**src/rtl/sm_issue_gate.sv**
```systemverilog
// -----------------------------------------------------------------------------
// sm_issue_gate
//
// SM-side consumer of the per-SM issue budget. Ready instructions offered by
// the warp schedulers are accumulated in a backlog counter. Every clk_sm cycle
// the gate issues min(backlog, remaining, ISSUE_MAX) instructions (zero while
// en=0) and reports that count combinationally so the adjuster can subtract it
// from its budget in the same cycle.
//
// Ports:
//   clk_sm             SM clock, all state on its rising edge
//   rst_n              asynchronous active-low reset
//   en                 issue enable; 0 holds issue but still accepts requests
//   req_valid          scheduler offers req_count new instructions
//   req_count  [2:0]   number of instructions offered
//   req_ready          gate can accept an offer this cycle
//   remaining  [4:0]   budget left in the current window (from the adjuster)
//   issued_this_cycle [4:0]  instructions issued this cycle (to the adjuster)
//   backlog    [5:0]   registered pending instruction count
//   throttled          last cycle had pending work but zero budget
//   stall_cycles [15:0] saturating count of stalled cycles
//   issued_total [15:0] wrapping count of issued instructions
//   clear_stats        synchronous clear of both statistics counters
//   dbg_state  [1:0]   current FSM state (IDLE=0, ISSUE=1, THROTTLED=2, HOLD=3)
//
// Handshake: an offer is consumed on a rising edge where req_valid && req_ready.
// req_ready is a function of the registered backlog only, so it never depends
// on req_valid or req_count; an offer seen while req_ready=0 is left untouched
// and the scheduler keeps presenting it. req_count=0 with valid is a no-op.
// -----------------------------------------------------------------------------
module sm_issue_gate #(
   parameter int ISSUE_MAX   = 4,
   parameter int BACKLOG_MAX = 32,
   parameter int REQ_MAX     = 7
) (
   input  logic        clk_sm,
   input  logic        rst_n,
   input  logic        en,
   input  logic        req_valid,
   input  logic [2:0]  req_count,
   output logic        req_ready,
   input  logic [4:0]  remaining,
   output logic [4:0]  issued_this_cycle,
   output logic [5:0]  backlog,
   output logic        throttled,
   output logic [15:0] stall_cycles,
   output logic [15:0] issued_total,
   input  logic        clear_stats,
   output logic [1:0]  dbg_state
);

   // Worst-case accept (REQ_MAX) on top of this backlog still fits in
   // BACKLOG_MAX, so the backlog can never overflow.
   localparam logic [5:0] READY_LIMIT = 6'(BACKLOG_MAX - REQ_MAX);
   localparam logic [5:0] ISSUE_CAP   = 6'(ISSUE_MAX);

   typedef enum logic [1:0] {
      IDLE      = 2'd0,
      ISSUE     = 2'd1,
      THROTTLED = 2'd2,
      HOLD      = 2'd3
   } state_t;

   state_t      state, state_next;
   logic [5:0]  issue_lim;
   logic        accept;
   logic        stall;
   logic [5:0]  backlog_next;

   // ---------------------------------------------------------------------------
   // Issue count: min(backlog, remaining, ISSUE_MAX), gated by en. Because it
   // is bounded by remaining, the adjuster's subtraction cannot underflow.
   // ---------------------------------------------------------------------------
   always_comb begin
      issue_lim = {1'b0, remaining};
      if (backlog < issue_lim) begin
         issue_lim = backlog;
      end
      if (issue_lim > ISSUE_CAP) begin
         issue_lim = ISSUE_CAP;
      end
      issued_this_cycle = en ? issue_lim[4:0] : 5'd0;
   end

   assign req_ready = (backlog <= READY_LIMIT);
   assign accept    = req_valid && req_ready;
   assign stall     = en && (backlog != 6'd0) && (issued_this_cycle == 5'd0);

   // Issue never exceeds backlog, so the subtraction stays non-negative.
   assign backlog_next = backlog - {1'b0, issued_this_cycle}
                       + (accept ? {3'b000, req_count} : 6'd0);

   // ---------------------------------------------------------------------------
   // FSM: next state reflects this cycle's inputs, in priority order.
   // ---------------------------------------------------------------------------
   always_comb begin
      state_next = IDLE;
      if (!en) begin
         state_next = HOLD;
      end else if (backlog == 6'd0) begin
         state_next = IDLE;
      end else if (remaining == 5'd0) begin
         state_next = THROTTLED;
      end else begin
         state_next = ISSUE;
      end
   end

   always_ff @(posedge clk_sm or negedge rst_n) begin
      if (!rst_n) begin
         state <= IDLE;
      end else begin
         state <= state_next;
      end
   end

   assign throttled = (state == THROTTLED);
   assign dbg_state = state;

   // ---------------------------------------------------------------------------
   // Backlog register. Reset discards pending work without draining it.
   // ---------------------------------------------------------------------------
   always_ff @(posedge clk_sm or negedge rst_n) begin
      if (!rst_n) begin
         backlog <= 6'd0;
      end else begin
         backlog <= backlog_next;
      end
   end

   // ---------------------------------------------------------------------------
   // Telemetry counters. clear_stats wins over that edge's increment.
   // ---------------------------------------------------------------------------
   always_ff @(posedge clk_sm or negedge rst_n) begin
      if (!rst_n) begin
         stall_cycles <= 16'd0;
         issued_total <= 16'd0;
      end else if (clear_stats) begin
         stall_cycles <= 16'd0;
         issued_total <= 16'd0;
      end else begin
         if (stall && (stall_cycles != 16'hFFFF)) begin
            stall_cycles <= stall_cycles + 16'd1;
         end
         issued_total <= issued_total + {11'd0, issued_this_cycle};
      end
   end

endmodule

```
**config.mk**
```make
export PLATFORM = sky130hd
export DESIGN_NAME = sm_issue_gate
export DESIGN_NICKNAME = d
export VERILOG_FILES = /design/src/rtl/sm_issue_gate.sv
export SDC_FILE = /design/constraint.sdc
export NUM_CORES = 1
export LEC_CHECK = 0
export BUFFER_PORTS_ARGS = -buffer_cell sky130_fd_sc_hd__buf_2
export CORE_MARGIN = 2
export CORE_UTILIZATION = 56
export CTS_BUF_LIST = sky130_fd_sc_hd__clkbuf_4
export DETAILED_ROUTE_END_ITERATION = 16
export PLACE_DENSITY = 0.82
export SYNTH_ARGS = -nofsm -noshare
export SYNTH_HDL_FRONTEND = slang
export SYNTH_SLANG_ARGS = --single-unit
```
**constraint.sdc**
```tcl
create_clock -name clk_sm -period 5 [get_ports clk_sm]
set_clock_uncertainty 0.15 [all_clocks]
set_input_delay 0.5 -clock clk_sm [delete_from_list [all_inputs] [get_ports clk_sm]]
set_output_delay 0.5 -clock clk_sm [all_outputs]
set_load 0.05 [all_outputs]
```
==> results of run 1 <==
==> final cells by class <==
type                            instances  area (um2)  share of cell area [%]
Inverter                               18        67.6                    2.25
Clock inverter                          3        47.5                    1.58
Multi-Input combinational cell        209        1510                    50.0
Clock buffer                            5        37.5                    1.25
Tap cell                               52        65.1                    2.16
Timing Repair Buffer                   57         285                    9.48
Sequential cell                        40        1000                    33.3
==> placed cells by master (no fill, tap or decap), types with 11 or more instances in the layout <==
| cell type | count |
|---|---|
| inv_1 | 18 |
| buf_2 | 57 |
| dfrtp_1 | 40 |
| xnor2_1 | 12 |
| nor2_1 | 20 |
| ha_1 | 18 |
| a21oi_1 | 25 |
| nand3_1 | 11 |
| nand2_1 | 15 |
==> how the worst max path moves through the flow <==
| stage | cells past startpoint | slack, ns | end |
|---|---|---|---|
| after floorplan | 14 | 0.16 | issued_total[14] |
| after global placement | 16 | 1.09 | backlog[5] |
| after detailed placement | 16 | 0.91 | backlog[5] |
| after CTS | 14 | 1.02 | backlog[5] |
| after global routing | 14 | 0.68 | backlog[5] |
| final | 14 | 1.03 | backlog[5] |
==> power groups by stage <==
| stage | clock network, mW | logic, mW | registers [mW] |
|---|---|---|---|
| floorplan | 0 | 0.474 | 0.552 |
| global placement | 0 | 0.716 | 0.430 |
| detailed placement | 0 | 0.738 | 0.434 |
| CTS | 0.233 | 0.742 | 0.428 |
| global route | 0.246 | 0.812 | 0.435 |
| finish | 0.229 | 0.739 | 0.429 |
==> cell usage after synthesis (all sizes together) <==
cell | instances | area [um2]
o31ai | 10 | 75.1
and4b | 1 | 10.0
xnor2 | 12 | 105
or4 | 10 | 75.1
or3 | 7 | 43.8
o21bai | 1 | 7.51
nand3 | 11 | 55.1
and4 | 4 | 37.5
nand2b | 1 | 6.26
nor4b | 3 | 26.3
nor3b | 1 | 7.51
a21o | 8 | 60.1
conb | 2 | 7.51
a21oi | 25 | 125
o41ai | 1 | 8.76
buf | 7 | 51.3
dfrtp | 40 | 1000
a2bb2oi | 2 | 17.5
nand2 | 15 | 56.3
nor3 | 5 | 25.0
nor4bb | 1 | 10.0
ha | 18 | 225
and2 | 3 | 20.0
xor2 | 4 | 35.0
a31oi | 4 | 31.3
nor4 | 1 | 6.26
fa | 4 | 80.1
and3 | 4 | 35.0
a211oi | 2 | 20.0
nor2b | 7 | 43.8
o21ai | 7 | 35.0
clkbuf | 5 | 18.8
mux2 | 3 | 33.8
nand4 | 2 | 18.8
nor2 | 20 | 75.1
o211a | 1 | 10.0
nand4b | 3 | 41.3
o211ai | 2 | 15.0
inv | 18 | 67.6
==> layer usage <==
layer	global-route usage (%)	vias to the layer above	wire length (um)
met4	8.23	0	93
li1	-	1100	-
met1	31.3	1075	2590
met2	38.3	58	2810
met5	0	-	0
met3	4.17	9	261
==> critical path: stages (launching register included) <==
cell and delay, ns:
dfrtp_1 0.48, ha_1 0.40, a211oi_2 0.31, and2_2 0.23
o211ai_1 0.13, and2_1 0.20, a211oi_2 0.37, fa_1 0.46
inv_1 0.11, ha_1 0.24, a21o_1 0.18, a21oi_1 0.23
o21bai_1 0.10, a21oi_1 0.17, xnor2_1 0.13
==> stage by stage <==
step / hold slack, ns / area [um2] / total power, mW
floorplan: 0.0544 / 2640 / 1.03
global placement: 0.391 / 2920 / 1.15
detailed placement: 0.411 / 2920 / 1.17
CTS: 0.112 / 3010 / 1.40
global route: 0.158 / 3010 / 1.49
finish: 0.0811 / 3010 / 1.40
==> cell families after synthesis <==
family	after synthesis	synth area share [%]
AND/OR/NAND/NOR	99	22.6
AO/OA/AOI/OAI	63	15.5
flip-flops	40	38.1
buffers and inverters	30	5.25
adder cells (fa/ha/maj)	22	11.6
XOR/XNOR	16	5.34
multiplexers	3	1.29
other	2	0.286
==> sequential cells by signal, summed over array words and instances (netlist names) <==
name          flops
stall_cycles     16
dbg_state         2
backlog           6
issued_total     16
==> summary.md, run 1 <==
| Metric | Value |
|---|---|
| CTS buffer count | `5` |
| Detailed placer's ending HPWL | `4210 um` |
| Initial antenna violation count | `0` |
| Comb pwr share | `52.9%` |
| ANT nets after route | `0` |
| Max clock buf depth | `2` |
| DRT iter0 DRCs | `162` |
| Post-Place Cells | `376` |
| Peak VDD IR | `0.000498 V` |
| Via count | `2,242` |
| Total gr overflow | `0` |
| Final Slew Violations | `0` |
| HP Class | `input pin to asynchronous set/reset pin` |
| # port buffers | `57` |
| Layout fillers | `375` |
| Fmax | `252 MHz` |
| Cell Area, Synth | `2620 um2` |
| PnR worst setup slack | `1.03 ns` |
| R2R cell count | `14` |
| Resized cells post-CTS | `0` |
| Relative slew slack | `40.4%` |
| DR vias/cell | `5.84` |
| Power share of the sequential group | `30.7%` |
| Cts hold-fix bufs | `0` |
| Die ar. | `5250 um2` |
| Area added between synthesis and finish | `14.7%` |
| Required @ worst endpoint | `5.15 ns` |
| Avg WL per Cell | `15.0 um` |
| Nature of the critical path endpoint | `register` |
| Sw Ratio | `47.7%` |
| Clock Pin Slew Worst Setup and Hold Paths | `0.14 ns` |
| Routed WL | `5750 um` |
| Crit path from | `backlog[4]` |
| Setup TNS | `0 ns` |
| Reg-to-reg startpoint | `backlog[4]` |
| I/O pins | `60` |
| First-pass GRT wire length | `9670 um` |
| Tmin final | `3.97 ns` |
| Largest net degree at the start of global routing | `41` |
| Ant. Diodes | `0` |
| Drt first pass iters | `4` |
| Seq cells post-synth | `40` |
| Row count | `24` |
| Die Height | `72.5 um` |
| Post-route insts no fill | `384` |
| Sequential-to-total area share from yosys stat | `38.1%` |
| Arr. time, crit path | `4.11 ns` |
| Number of global-route vias before repair | `2,077` |
| CTS tree | `built` |
| Synth cell types | `49` |
| Unrepaired setup endpoints after global routing | `false` |
| Gpl congestion | `0.888` |
| Final Core Density | `67.7%` |
| DP Worst Slack | `0.908 ns` |
| CP Launch Type | `register` |
| # setup viols final | `0` |
| PD cells | `464 nW/um2` |
| DRC | `0` |
| Synthesis Warnings | `0` |
| Critical R2R Capture | `backlog[5]` |
| Share of post-route cells with drive strength above 1 | `23.2%` |
| Psw | `0.667 mW` |
| Cell leakage power | `1.46 nW` |
| Critical path class | `register to register` |
| GR Util All Layers | `23.4%` |
| FF-to-FF setup slack | `1.03 ns` |
| Worst-path fanout max | `5` |
| Clk_lat worst skew | `0.38 ns` |
| Syn_area_per_cell | `9.54 um2` |
| Clk root buf | `clkbuf_4` |
| H-Tree Depth | `2` |
| Gate Count Post-Synth | `275` |
| Final worst-path cycle share | `79.3%` |
| Fin nets | `366` |
| Clk sinks | `40` |
| Status | `finished clean` |
| Final hold violation count | `0` |
| Initial cell density of the core | `59.0%` |
| Slew @ Worst Pin | `0.895 ns` |
| Max_cap viols | `0` |
| Post-CTS Setup Bufs | `0` |
| Clk pwr share | `16.4%` |
| Die X | `72.5 um` |
| Internal Pwr Total | `0.731 mW` |
| Core area | `4440 um2` |
No activity file was read; power rests on OpenSTA's default activity.
==> run 2, diff against run 1 <==
--- a/config.mk
+++ b/config.mk
@@ -5,9 +5,10 @@
 export SDC_FILE = /design/constraint.sdc
 export NUM_CORES = 1
 export LEC_CHECK = 0
+export ABC_AREA = 1
 export BUFFER_PORTS_ARGS = -buffer_cell sky130_fd_sc_hd__buf_2
 export CORE_MARGIN = 2
-export CORE_UTILIZATION = 56
+export CORE_UTILIZATION = 57
 export CTS_BUF_LIST = sky130_fd_sc_hd__clkbuf_4
 export DETAILED_ROUTE_END_ITERATION = 16
 export PLACE_DENSITY = 0.82
==> constraint.sdc (replaced) <==
create_clock -name clk_sm -period 4 [get_ports clk_sm]
set_clock_uncertainty 0.15 [all_clocks]
set_input_delay 0.4 -clock clk_sm [delete_from_list [all_inputs] [get_ports clk_sm]]
set_output_delay 0.4 -clock clk_sm [all_outputs]
set_load 0.05 [all_outputs]
==> summary.md, run 2 <==
| Metric | Value |
|---|---|
| Status | `complete, but fails checks (was finished clean)` |
| Failing checks | `negative hold slack` |
| Post-synth top flop | `dfrtp_1 (unchanged)` |
| Internal Pwr Total | `0.914 mW (was 0.731 mW)` |
| Cell Area, Synth | `2930 um2 (was 2620 um2)` |
| First-pass GRT wire length | `10,800 um (was 9670 um)` |
| Final hold violation count | `6 (was 0)` |
| Most common cell in the netlist | `nand2_1 (was dfrtp_1)` |
| Sw Ratio | `50.7% (was 47.7%)` |
| Sequential-to-total area share from yosys stat | `34.1% (was 38.1%)` |
| Setup TNS | `0 ns (unchanged)` |
| CP Launch Type | `register (unchanged)` |
| GR Util All Layers | `24.4% (was 23.4%)` |
| Clock Pin Slew Worst Setup and Hold Paths | `0.12 ns (was 0.14 ns)` |
| Synth area leaders | `dfrtp_1 34%, nand2_1 11%, ha_1 7.7%, inv_1 6.5%, xor2_1 5.1% (was dfrtp_1 38%, ha_1 8.6%, a21oi_1 4.8%, xnor2_1 4.0%, fa_1 3.1%)` |
| Post-route insts no fill | `509 (was 384)` |
| Detailed placer's ending HPWL | `4660 um (was 4210 um)` |
| Synth top area share | `34.1% (was 38.1%)` |
| H-Tree Depth | `2 (unchanged)` |
| Most common cell after layout, fill and taps aside | `nand2_1 (was buf_2)` |
| Commonest cells post-synth | `87 x nand2_1, 51 x inv_1, 40 x dfrtp_1 (was 40 x dfrtp_1, 25 x a21oi_1, 20 x nor2_1)` |
| Number of synthesized flops with an enable pin | `0 (unchanged)` |
| HP Class | `input pin to asynchronous set/reset pin (unchanged)` |
| # port buffers | `57 (unchanged)` |
| Fraction of registers with async set/reset | `100% (unchanged)` |
| Final Slew Violations | `0 (unchanged)` |
| Most frequent CP cell | `nand2_1` |
| DP Worst Slack | `0.402 ns (was 0.908 ns)` |
| Crit path from | `backlog[3] (was backlog[4])` |
| PD cells | `550 nW/um2 (was 464 nW/um2)` |
| Critical R2R Capture | `backlog[5] (unchanged)` |
| DR vias/cell | `5.09 (was 5.84)` |
| Fin nets | `473 (was 366)` |
| Max_cap viols | `0 (unchanged)` |
| Post-CTS Setup Bufs | `0 (unchanged)` |
| Synthesis Warnings | `0 (unchanged)` |
| Final hold slack | `-0.00287 ns (was 0.0811 ns)` |
| Initial antenna violation count | `0 (unchanged)` |
| Crit path largest cell delay | `0.53 ns (was 0.48 ns)` |
| Clk root buf | `clkbuf_4 (unchanged)` |
| Final worst-path cycle share | `88.2% (was 79.3%)` |
| CP Capture Point | `backlog[5] (unchanged)` |
| Share of post-route cells with drive strength above 1 | `22.1% (was 23.2%)` |
| Worst-path fanout max | `8 (was 5)` |
| Ant. Diodes | `0 (unchanged)` |
| Required @ worst endpoint | `4.13 ns (was 5.15 ns)` |
| Fmax | `283 MHz (was 252 MHz)` |
| Post-route cell area | `3370 um2 (was 3010 um2)` |
| DRC | `0 (unchanged)` |
| Clk_lat worst skew | `0.35 ns (was 0.38 ns)` |
| DRT iter0 DRCs | `139 (was 162)` |
| Via count | `2,593 (was 2,242)` |
| Synth cell types | `36 (was 49)` |
| Power share of the sequential group | `28.5% (was 30.7%)` |
| Avg WL per Cell | `12.1 um (was 15.0 um)` |
| Initial cell density of the core | `58.2% (was 59.0%)` |
| Post-Place Cells | `501 (was 376)` |
| Number of global-route vias before repair | `2,467 (was 2,077)` |
| Reg-to-reg startpoint | `backlog[3] (was backlog[4])` |
| Clk sinks | `40 (unchanged)` |
| Drt first pass iters | `4 (unchanged)` |
| Resized cells post-CTS | `0 (unchanged)` |
| Syn_area_per_cell | `7.74 um2 (was 9.54 um2)` |
| Seq cells post-synth | `40 (unchanged)` |
| Row count | `26 (was 24)` |
| CTS tree | `built (unchanged)` |
| Max stage delay cell, worst path | `fa_1 (was dfrtp_1)` |
| Commonest cells after routing, fill and taps aside | `87 x nand2_1, 57 x buf_2, 51 x inv_1 (was 57 x buf_2, 40 x dfrtp_1, 25 x a21oi_1)` |
| Area added between synthesis and finish | `14.8% (was 14.7%)` |
| Largest net degree at the start of global routing | `41 (unchanged)` |
| CTS buffer count | `5 (unchanged)` |
| Die X | `75.7 um (was 72.5 um)` |
| Clk pwr share | `14.7% (was 16.4%)` |
| Total gr overflow | `0 (unchanged)` |
| Yosys top cell by area | `dfrtp_1 (unchanged)` |
| Psw | `0.939 mW (was 0.667 mW)` |
| Die ar. | `5740 um2 (was 5250 um2)` |
| Relative slew slack | `41.7% (was 40.4%)` |
| Arr. time, crit path | `3.65 ns (was 4.11 ns)` |
| ANT nets after route | `0 (unchanged)` |
| PnR worst setup slack | `0.472 ns (was 1.03 ns)` |
| Routed WL | `6140 um (was 5750 um)` |
| Slew @ Worst Pin | `0.874 ns (was 0.895 ns)` |
| Final Total Pwr | `1.85 mW (was 1.40 mW)` |
| Tmin final | `3.53 ns (was 3.97 ns)` |
| Nature of the critical path endpoint | `register (unchanged)` |
| Core area | `5040 um2 (was 4440 um2)` |
| Final Core Density | `66.8% (was 67.7%)` |
| Gpl congestion | `0.855 (was 0.888)` |
| I/O pins | `60 (unchanged)` |
| Gate Count Post-Synth | `379 (was 275)` |
| Cts hold-fix bufs | `0 (unchanged)` |
| Die Height | `75.7 um (was 72.5 um)` |
| Peak VDD IR | `0.000580 V (was 0.000498 V)` |
| Worst path cell trace | `ha_1, nand2_1, nand2_1, a21oi_4, nand2_4, nand2_2, nand2_2, nor2_4, nor2_2, fa_1, inv_1, ha_1, a21oi_1, nand2_1, a21oi_1, nor2_1, nor2_1, xor2_1 (was ha_1, a211oi_2, and2_2, o211ai_1, and2_1, a211oi_2, fa_1, inv_1, ha_1, a21o_1, a21oi_1, o21bai_1, a21oi_1, xnor2_1)` |
| Cell leakage power | `1.84 nW (was 1.46 nW)` |
| FF-to-FF setup slack | `0.47 ns (was 1.03 ns)` |
| Area after DPL | `3290 um2 (was 2920 um2)` |
| Comb pwr share | `56.8% (was 52.9%)` |
| # setup viols final | `0 (unchanged)` |
| Unrepaired setup endpoints after global routing | `false (unchanged)` |
| Largest registers | `issued_total: 16 flops, stall_cycles: 16 flops, backlog: 6 flops (unchanged)` |
| R2R cell count | `18 (was 14)` |
| Critical path class | `register to register (unchanged)` |
| Max clock buf depth | `2 (unchanged)` |
==> run 2: critical path, delay by kind of cell, from the launching register on <==
family / cells / cell delay, ns
and+or+nand+nor: 10 / 0.92
DFF: 1 / 0.46
AOI/OAI and AO/OA: 3 / 0.55
adders and majority gates: 3 / 1.19
buffers and inverters: 1 / 0.05
xor gates and xnor gates: 1 / 0.15
==> run 2: power by group through the flow <==
stage / Clock [mW] / Combinational [mW] / Sequential, mW
2_1_floorplan: 0 / 0.679 / 0.697
3_3_place_gp: 0 / 1.02 / 0.534
3_5_place_dp: 0 / 1.06 / 0.535
4_1_cts: 0.282 / 1.06 / 0.527
5_1_grt: 0.295 / 1.19 / 0.536
6_report: 0.272 / 1.05 / 0.528
==> run 2: worst min path at each step <==
stage / from / cells past startpoint / endpoint / slack (ns)
final: rst_n / 1 / stall_cycles[2] / -0.003
after detailed placement: issued_total[13] / 2 / issued_total[13] / 0.37
after CTS: rst_n / 1 / stall_cycles[7] / 0.03
after floorplan: rst_n / 0 / backlog[0] / -0.05
after global routing: rst_n / 1 / stall_cycles[7] / 0.09
after global placement: issued_total[13] / 2 / issued_total[13] / 0.36
==> run 2: area by class of cell <==
type,instances,area (um2)
inverters,55,206
clock buffers,5,37.5
multi-input cells,278,1700
clock inverters,3,42.5
flip-flops and latches,40,1000
well taps,70,87.6
fillers,447,1670
repair buffers,58,293
==> run 2: layer usage <==
layer | wire [um] | up-vias | global-route usage, %
li1 | - | 1335 | -
met1 | 2860 | 1205 | 33.2
met2 | 3050 | 51 | 40.1
met3 | 213 | 2 | 4.37
met4 | 29 | 0 | 6.63
met5 | 0 | - | 0
==> run 2: logic make-up (layout without fill, tap and decap cells) <==
logic type               Yosys count  in the layout  share of synthesized area [%]
flip-flops                        40             40                           34.1
adder cells (fa/ha/maj)           22             22                           10.4
XOR/XNOR                          21             21                           6.27
buffers and inverters             65            121                           9.26
AO/OA/AOI/OAI                     22             22                           4.35
AND/OR/NAND/NOR                  207            207                           35.3
other                              2              6                          0.256
